<file path="src/rtl/csr_rmw_pipe_pkg.sv">
// Shared definitions for the CSR read-modify-write unit: op encodings,
// counter addresses, access decode and the read-only address-class helper.
package csr_rmw_pipe_pkg;

  localparam logic [1:0] CSR_OP_ILL = 2'b00;
  localparam logic [1:0] CSR_OP_RW  = 2'b01;
  localparam logic [1:0] CSR_OP_RS  = 2'b10;
  localparam logic [1:0] CSR_OP_RC  = 2'b11;

  localparam logic [11:0] CSR_ADDR_CYCLE  = 12'hC00;
  localparam logic [11:0] CSR_ADDR_CYCLEH = 12'hC80;

  typedef struct packed {
    logic op_ok;    // encoding names a real operation
    logic wr_req;   // access intends to write the CSR
    logic rd_kill;  // old value is not returned to rd
  } csr_dec_t;

  function automatic csr_dec_t csr_decode(input logic [1:0] op,
                                          input logic       rd_zero,
                                          input logic       src_zero);
    csr_dec_t d;
    d.op_ok   = (op != CSR_OP_ILL);
    // RW always writes; RS/RC with a zero source are pure reads
    d.wr_req  = (op == CSR_OP_RW) | ~src_zero;
    d.rd_kill = (op == CSR_OP_RW) & rd_zero;
    return d;
  endfunction

  function automatic logic csr_is_read_only(input logic [11:0] addr);
    return (addr[11:10] == 2'b11);
  endfunction

endpackage

</file>
<file path="src/rtl/csr_rmw_pipe_if.sv">
// Request/response bundle between the EX stage and the CSR RMW unit.
interface csr_rmw_pipe_if #(
  parameter int XLEN = 32
);
  logic            req_vld;
  logic            req_rdy;
  logic [1:0]      req_op;
  logic            req_imm_sel;
  logic [XLEN-1:0] req_rs1_data;
  logic [4:0]      req_zimm;
  logic [11:0]     req_addr;
  logic            req_rd_zero;
  logic            req_src_zero;
  logic            rsp_vld;
  logic [XLEN-1:0] rsp_rdata;
  logic            rsp_illegal;

  modport master (
    output req_vld, req_op, req_imm_sel, req_rs1_data, req_zimm,
           req_addr, req_rd_zero, req_src_zero,
    input  req_rdy, rsp_vld, rsp_rdata, rsp_illegal
  );

  modport slave (
    input  req_vld, req_op, req_imm_sel, req_rs1_data, req_zimm,
           req_addr, req_rd_zero, req_src_zero,
    output req_rdy, rsp_vld, rsp_rdata, rsp_illegal
  );
endinterface

</file>
<file path="src/rtl/csr_rmw_pipe_bank.sv">
// CSR storage: NUM_CSR x XLEN flops, one synchronous write port and one
// combinational read port, cleared by the asynchronous reset.
module csr_rmw_pipe_bank #(
  parameter int XLEN    = 32,
  parameter int NUM_CSR = 8,
  parameter int IDXW    = $clog2(NUM_CSR)
) (
  input  logic            CLK,
  input  logic            RSTN,
  input  logic            wr_en,
  input  logic [IDXW-1:0] wr_idx,
  input  logic [XLEN-1:0] wr_data,
  input  logic [IDXW-1:0] rd_idx,
  output logic [XLEN-1:0] rd_data
);

  logic [XLEN-1:0]    regs_reg [NUM_CSR];
  logic [NUM_CSR-1:0] wr_hit;

  genvar gi;
  generate
    for (gi = 0; gi < NUM_CSR; gi++) begin : g_hit
      assign wr_hit[gi] = wr_en && (wr_idx == IDXW'(gi));
    end
  endgenerate

  always_ff @(posedge CLK or negedge RSTN) begin
    if (!RSTN) begin
      for (int i = 0; i < NUM_CSR; i++) regs_reg[i] <= '0;
    end else begin
      for (int i = 0; i < NUM_CSR; i++) begin
        if (wr_hit[i]) regs_reg[i] <= wr_data;
      end
    end
  end

  assign rd_data = regs_reg[rd_idx];

endmodule

</file>
<file path="src/rtl/csr_rmw_pipe.sv">
// CSR read-modify-write unit: decode and RMW in the accept cycle, response and
// pending write one edge later, commit the edge after. CSR_COUNTER_EN adds a cycle counter.
module csr_rmw_pipe
  import csr_rmw_pipe_pkg::*;
#(
  parameter int          XLEN     = 32,
  parameter int          NUM_CSR  = 8,
  parameter logic [11:0] CSR_BASE = 12'h300
) (
  input  logic          CLK,
  input  logic          RSTN,
  input  logic          stall,
  input  logic          flush,
  csr_rmw_pipe_if.slave bus
);

  localparam int IDXW = $clog2(NUM_CSR);

  logic            accept;
  logic            in_window;
  logic            is_cycle;
  logic            is_cycleh;
  logic            illegal;
  logic            bypass;
  logic            do_write;
  logic            bank_wr_en;
  csr_dec_t        dec;
  logic [IDXW-1:0] idx;
  logic [XLEN-1:0] src;
  logic [XLEN-1:0] old_val;
  logic [XLEN-1:0] new_val;
  logic [XLEN-1:0] bank_rdata;
  logic [XLEN-1:0] cnt_rdata;
  logic [XLEN-1:0] rdata_next;
  logic [63:0]     cycle_reg;

  logic            rsp_vld_reg;
  logic            rsp_illegal_reg;
  logic [XLEN-1:0] rsp_rdata_reg;
  logic            pend_vld_reg;
  logic [IDXW-1:0] pend_idx_reg;
  logic [XLEN-1:0] pend_data_reg;

`ifdef CSR_COUNTER_EN
  localparam bit CNT_EN = 1'b1;

  always_ff @(posedge CLK or negedge RSTN) begin
    if (!RSTN) cycle_reg <= '0;
    else       cycle_reg <= cycle_reg + 64'd1;
  end
`else
  localparam bit CNT_EN = 1'b0;

  assign cycle_reg = '0;
`endif

  assign accept      = bus.req_vld & ~stall & ~flush;
  assign bus.req_rdy = ~stall;

  // Range check on 13 bits so a window ending at 12'hFFF cannot wrap
  assign in_window = (bus.req_addr >= CSR_BASE) &&
                     ({1'b0, bus.req_addr} < ({1'b0, CSR_BASE} + 13'(NUM_CSR)));
  assign idx       = IDXW'(bus.req_addr - CSR_BASE);

  // The high half only exists as a separate CSR on 32-bit cores
  assign is_cycle  = CNT_EN && (bus.req_addr == CSR_ADDR_CYCLE);
  assign is_cycleh = CNT_EN && (XLEN == 32) && (bus.req_addr == CSR_ADDR_CYCLEH);
  assign cnt_rdata = is_cycleh ? XLEN'(cycle_reg[63:32]) : XLEN'(cycle_reg);

  always_comb begin
    dec     = csr_decode(bus.req_op, bus.req_rd_zero, bus.req_src_zero);
    illegal = ~dec.op_ok
            | ~(in_window | is_cycle | is_cycleh)
            | (csr_is_read_only(bus.req_addr) & dec.wr_req);
    src     = bus.req_imm_sel ? XLEN'(bus.req_zimm) : bus.req_rs1_data;
    // The previous access's write has not reached the bank yet
    bypass  = pend_vld_reg && (pend_idx_reg == idx);

    if (is_cycle | is_cycleh) old_val = cnt_rdata;
    else if (bypass)          old_val = pend_data_reg;
    else                      old_val = bank_rdata;

    case (bus.req_op)
      CSR_OP_RS: new_val = old_val | src;
      CSR_OP_RC: new_val = old_val & ~src;
      default:   new_val = src;
    endcase

    do_write   = accept & ~illegal & dec.wr_req;
    rdata_next = (illegal | dec.rd_kill) ? '0 : old_val;
  end

  always_ff @(posedge CLK or negedge RSTN) begin
    if (!RSTN) begin
      rsp_vld_reg     <= 1'b0;
      rsp_illegal_reg <= 1'b0;
      rsp_rdata_reg   <= '0;
      pend_vld_reg    <= 1'b0;
      pend_idx_reg    <= '0;
      pend_data_reg   <= '0;
    end else begin
      if (flush) begin
        rsp_vld_reg     <= 1'b0;
        rsp_illegal_reg <= 1'b0;
        rsp_rdata_reg   <= '0;
      end else if (!stall) begin
        rsp_vld_reg     <= accept;
        rsp_illegal_reg <= accept & illegal;
        if (accept) rsp_rdata_reg <= rdata_next;
      end
      pend_vld_reg <= do_write;
      if (do_write) begin
        pend_idx_reg  <= idx;
        pend_data_reg <= new_val;
      end
    end
  end

  // A flush kills the instruction whose write is still pending
  assign bank_wr_en = pend_vld_reg & ~flush;

  csr_rmw_pipe_bank #(
    .XLEN    (XLEN),
    .NUM_CSR (NUM_CSR),
    .IDXW    (IDXW)
  ) u_bank (
    .CLK     (CLK),
    .RSTN    (RSTN),
    .wr_en   (bank_wr_en),
    .wr_idx  (pend_idx_reg),
    .wr_data (pend_data_reg),
    .rd_idx  (idx),
    .rd_data (bank_rdata)
  );

  assign bus.rsp_vld     = rsp_vld_reg;
  assign bus.rsp_rdata   = rsp_rdata_reg;
  assign bus.rsp_illegal = rsp_illegal_reg;

endmodule
</file>
<file path="src/flat_wrapper.sv">
// flat-port wrapper written by rule: the top's interface ports become plain ports
module csr_rmw_pipe_flat import csr_rmw_pipe_pkg::*;
#(
  parameter int          XLEN     = 32,
  parameter int          NUM_CSR  = 8,
  parameter logic [11:0] CSR_BASE = 12'h300
)
  (CLK, RSTN, stall, flush, bus_req_vld, bus_req_op, bus_req_imm_sel, bus_req_rs1_data, bus_req_zimm, bus_req_addr, bus_req_rd_zero, bus_req_src_zero, bus_req_rdy, bus_rsp_vld, bus_rsp_rdata, bus_rsp_illegal);
  csr_rmw_pipe_if #(.XLEN(XLEN)) bus_i ();
  input  logic CLK;
  input  logic RSTN;
  input  logic stall;
  input  logic flush;
  input wire logic [$bits(bus_i.req_vld)-1:0] bus_req_vld;
  input wire logic [$bits(bus_i.req_op)-1:0] bus_req_op;
  input wire logic [$bits(bus_i.req_imm_sel)-1:0] bus_req_imm_sel;
  input wire logic [$bits(bus_i.req_rs1_data)-1:0] bus_req_rs1_data;
  input wire logic [$bits(bus_i.req_zimm)-1:0] bus_req_zimm;
  input wire logic [$bits(bus_i.req_addr)-1:0] bus_req_addr;
  input wire logic [$bits(bus_i.req_rd_zero)-1:0] bus_req_rd_zero;
  input wire logic [$bits(bus_i.req_src_zero)-1:0] bus_req_src_zero;
  output wire logic [$bits(bus_i.req_rdy)-1:0] bus_req_rdy;
  output wire logic [$bits(bus_i.rsp_vld)-1:0] bus_rsp_vld;
  output wire logic [$bits(bus_i.rsp_rdata)-1:0] bus_rsp_rdata;
  output wire logic [$bits(bus_i.rsp_illegal)-1:0] bus_rsp_illegal;
  assign bus_i.req_vld = bus_req_vld;
  assign bus_i.req_op = bus_req_op;
  assign bus_i.req_imm_sel = bus_req_imm_sel;
  assign bus_i.req_rs1_data = bus_req_rs1_data;
  assign bus_i.req_zimm = bus_req_zimm;
  assign bus_i.req_addr = bus_req_addr;
  assign bus_i.req_rd_zero = bus_req_rd_zero;
  assign bus_i.req_src_zero = bus_req_src_zero;
  assign bus_req_rdy = bus_i.req_rdy;
  assign bus_rsp_vld = bus_i.rsp_vld;
  assign bus_rsp_rdata = bus_i.rsp_rdata;
  assign bus_rsp_illegal = bus_i.rsp_illegal;
  csr_rmw_pipe #(.XLEN(XLEN), .NUM_CSR(NUM_CSR), .CSR_BASE(CSR_BASE)) u_core (.CLK(CLK), .RSTN(RSTN), .stall(stall), .flush(flush), .bus(bus_i));
endmodule
</file>
<file path="config.mk">
export PLATFORM = sky130hd
export DESIGN_NAME = csr_rmw_pipe_flat
export DESIGN_NICKNAME = d
export VERILOG_FILES = /design/src/rtl/csr_rmw_pipe_pkg.sv /design/src/rtl/csr_rmw_pipe_if.sv /design/src/rtl/csr_rmw_pipe_bank.sv /design/src/rtl/csr_rmw_pipe.sv /design/src/flat_wrapper.sv
export SDC_FILE = /design/constraint.sdc
export NUM_CORES = 1
export LEC_CHECK = 0
export BUFFER_PORTS_ARGS = -buffer_cell sky130_fd_sc_hd__buf_2
export CORE_MARGIN = 8
export CORE_UTILIZATION = 28
export DETAILED_ROUTE_END_ITERATION = 8
export SYNTH_ARGS = -nofsm -noshare
export SYNTH_HDL_FRONTEND = slang
export SYNTH_SLANG_ARGS = --single-unit
</file>
<file path="constraint.sdc">
create_clock -name CLK -period 3.6 [get_ports CLK]
set_clock_uncertainty 0.1 [all_clocks]
set_input_delay 0.36 -clock CLK [delete_from_list [all_inputs] [get_ports CLK]]
set_output_delay 0.36 -clock CLK [all_outputs]
set_load 0.1 [all_outputs]
</file>
==> metrics.yaml <==
outcome: "complete, no violations"
die_h_um: 249
dp_slack_ns: 0.892
start_util: 0.283
yosys_warnings: 0
crit_fanout: 19
ys_seq_elements: 326
dieArea_um2: 62200
powerDensity_nw_per_um2: 438
path_clk_slew_ns: 0.06
finalSetupViolations: 0
yosysSeqAreaShare: 0.535
synthCells: 1197
clk_latency_ns: 0.53
rsz0062_at_grt: "false"
antenna_left: 0
required_ns: 3.92
grt.busiest_layer: "met2"
setup_ws_ns: 1.38
max-cap-violations: 0
cts_buffers: 36
post_dp_cell_area_um2: 16500
fin_crit_sh: 0.615
finalHoldViolations: 0
grt_pass1_vias: 10600
post-route-min-period_ns: 2.22
syn_area_um2: 15200
gr-total-overflow: 0
worstHoldPathCells: 3
firstDrtPassIters: 7
fmax_mhz: 451
cp-start-kind: "flop"
drive_gt1_frac: 0.222
viasPerCell: 5.08
cts_buffer_depth: 3
track_usage: 0.134
fp.dieW_um: 249
cts_sinks: 326
synth_cell_type_count: 42
io_pins: 94
htreeDepth: 2
crit_type: "flop to flop"
post_cts_buffers: 0
wire_per_inst_um: 21.1
grt_pass1_wl_um: 65600
drt-total-wl_um: 41900
tritoncts: "done"
io_buffers: 93
synth_area_per_cell_um2: 12.7
gp_congestion: 0.742
r2r_slack_ns: 1.38
syn2layout_area_growth_pct: 15.9
design.core.area_um2: 53800
tightest_slew_ns: 1.09
use_met2: 0.204
antenna_found_initial: 3
cts-resized-gates: 0
fin_nets: 1318
hp-class: "primary input to flop"
mostFrequentLayoutCells: "dfrtp_1 (326), mux2_1 (214), buf_2 (91), mux2i_1 (85), nand2_1 (81)"
gr-usage-met1: 0.188
post-dp-hpwl_um: 27000
vias: 10100
maxSlewViolCount: 0
finalSetupTns_ns: 0
slew_headroom: 0.276
cp.arrival_ns: 2.53
power.leakage_nw: 8.86
route.detailed.drc: 0
cts_root_buf: "clkbuf_16"
worst_setup_path_end_kind: "flop"
vdd_drop_max_uv: 279
r2r_cells: 4
drt_iter0_markers: 912
grt_max_degree: 103
stdcell_area_um2: 17700
final_common_cell: "dfrtp_1"
row_count: 85
syn-num-nets: 1256
met3_usage: 0.0320
largest_reg_flops: 256
[worst paths after layout]
kind,from,to
max in group asynchronous,RSTN,u_core.u_bank.regs_reg[58]
worst max register to register,u_core.pend_vld_reg,u_core.u_bank.regs_reg[97]
worst min-delay path,bus_req_vld,u_core.bus.rsp_vld
min in group asynchronous,RSTN,u_core.bus.rsp_vld
worst min register to register,u_core.u_bank.regs_reg[40],u_core.u_bank.regs_reg[40]
worst max-delay path,u_core.pend_vld_reg,u_core.u_bank.regs_reg[97]
[cell families (layout without fill, tap and decap cells)]
| kind of cell | Yosys count | in the layout | synth area share |
|---|---|---|---|
| other | 0 | 2 | 0 |
| buffers and inverters | 118 | 204 | 0.0359 |
| flip-flops | 326 | 326 | 0.535 |
| AO/OA/AOI/OAI | 185 | 185 | 0.0721 |
| multiplexers | 381 | 381 | 0.302 |
| AND/OR/NAND/NOR | 184 | 184 | 0.0534 |
| XOR/XNOR | 3 | 3 | 0.00172 |
[routing by layer]
layer,vias to the layer above,wire length [µm]
li1,4460,-
met1,5264,19700
met2,276,18600
met3,53,2620
met4,2,743
met5,-,201
[stage by stage]
step	hold slack (ns)	instances	total power [mW]	utilization
after floorplan	-0.0356	1197	3.94	-
after global placement	0.362	1916	4.14	0.306
after detailed placement	0.372	1916	4.15	0.306
after CTS	0.0398	1979	7.83	0.328
after global routing	0.0680	1979	8.00	0.328
final	0.0560	1981	7.73	0.328
[area by class of cell]
cell class | count | area, µm²
Fill cell | 5358 | 36100
Sequential cell | 326 | 8160
Multi-Input combinational cell | 753 | 6600
Clock buffer | 50 | 1030
Tap cell | 696 | 871
Timing Repair Buffer | 135 | 846
Clock inverter | 12 | 126
Inverter | 7 | 26.3
Antenna cell | 2 | 5.00
[report_power, final]
| group | switching, mW | total [mW] | leakage, nW | internal [mW] |
|---|---|---|---|---|
| logic | 0.288 | 0.410 | 3.73 | 0.122 |
| clock network | 1.49 | 3.65 | 0.574 | 2.16 |
| registers | 0.00460 | 3.67 | 4.56 | 3.67 |
[worst max-delay path, stage by stage, from the launching register on]
cell and delay [ns]:
dfrtp_1 0.44, nand3b_1 0.33, nand2b_2 0.58, buf_12 0.28, mux2_2 0.35
[repair_timing]
item / 4_1_cts / 5_1_grt
endpoints found under the setup margin: 0 / 0
hold buffers: 1 / 0
hold endpoints to repair: 98 / 0
[cells in the mapped netlist (all sizes together)]
cell type | count | area, µm²
clkbuf | 47 | 176
nand3 | 9 | 45.0
xnor2 | 3 | 26.3
nand4 | 1 | 12.5
a222oi | 1 | 10.0
a22o | 4 | 35.0
mux2i | 85 | 851
o2111a | 1 | 11.3
nand4b | 1 | 8.76
a21oi | 29 | 145
a22oi | 2 | 15.0
o21ai | 91 | 455
mux2 | 259 | 2920
nor3b | 4 | 40.0
nand2 | 82 | 308
mux4 | 37 | 833
a221oi | 19 | 166
dfrtp | 326 | 8160
a211oi | 1 | 7.51
nand3b | 3 | 22.5
or3 | 4 | 25.0
buf | 64 | 345
a31oi | 26 | 163
nor4bb | 1 | 10.0
inv | 7 | 26.3
o211ai | 4 | 30.0
nor2b | 11 | 68.8
nor2 | 60 | 225
nor3 | 1 | 5.00
and3 | 4 | 25.0
o31ai | 1 | 7.51
nand2b | 2 | 12.5
and2 | 1 | 6.26
o311ai | 1 | 8.76
o2111ai | 5 | 43.8
Power figures use the tool's default switching activity.
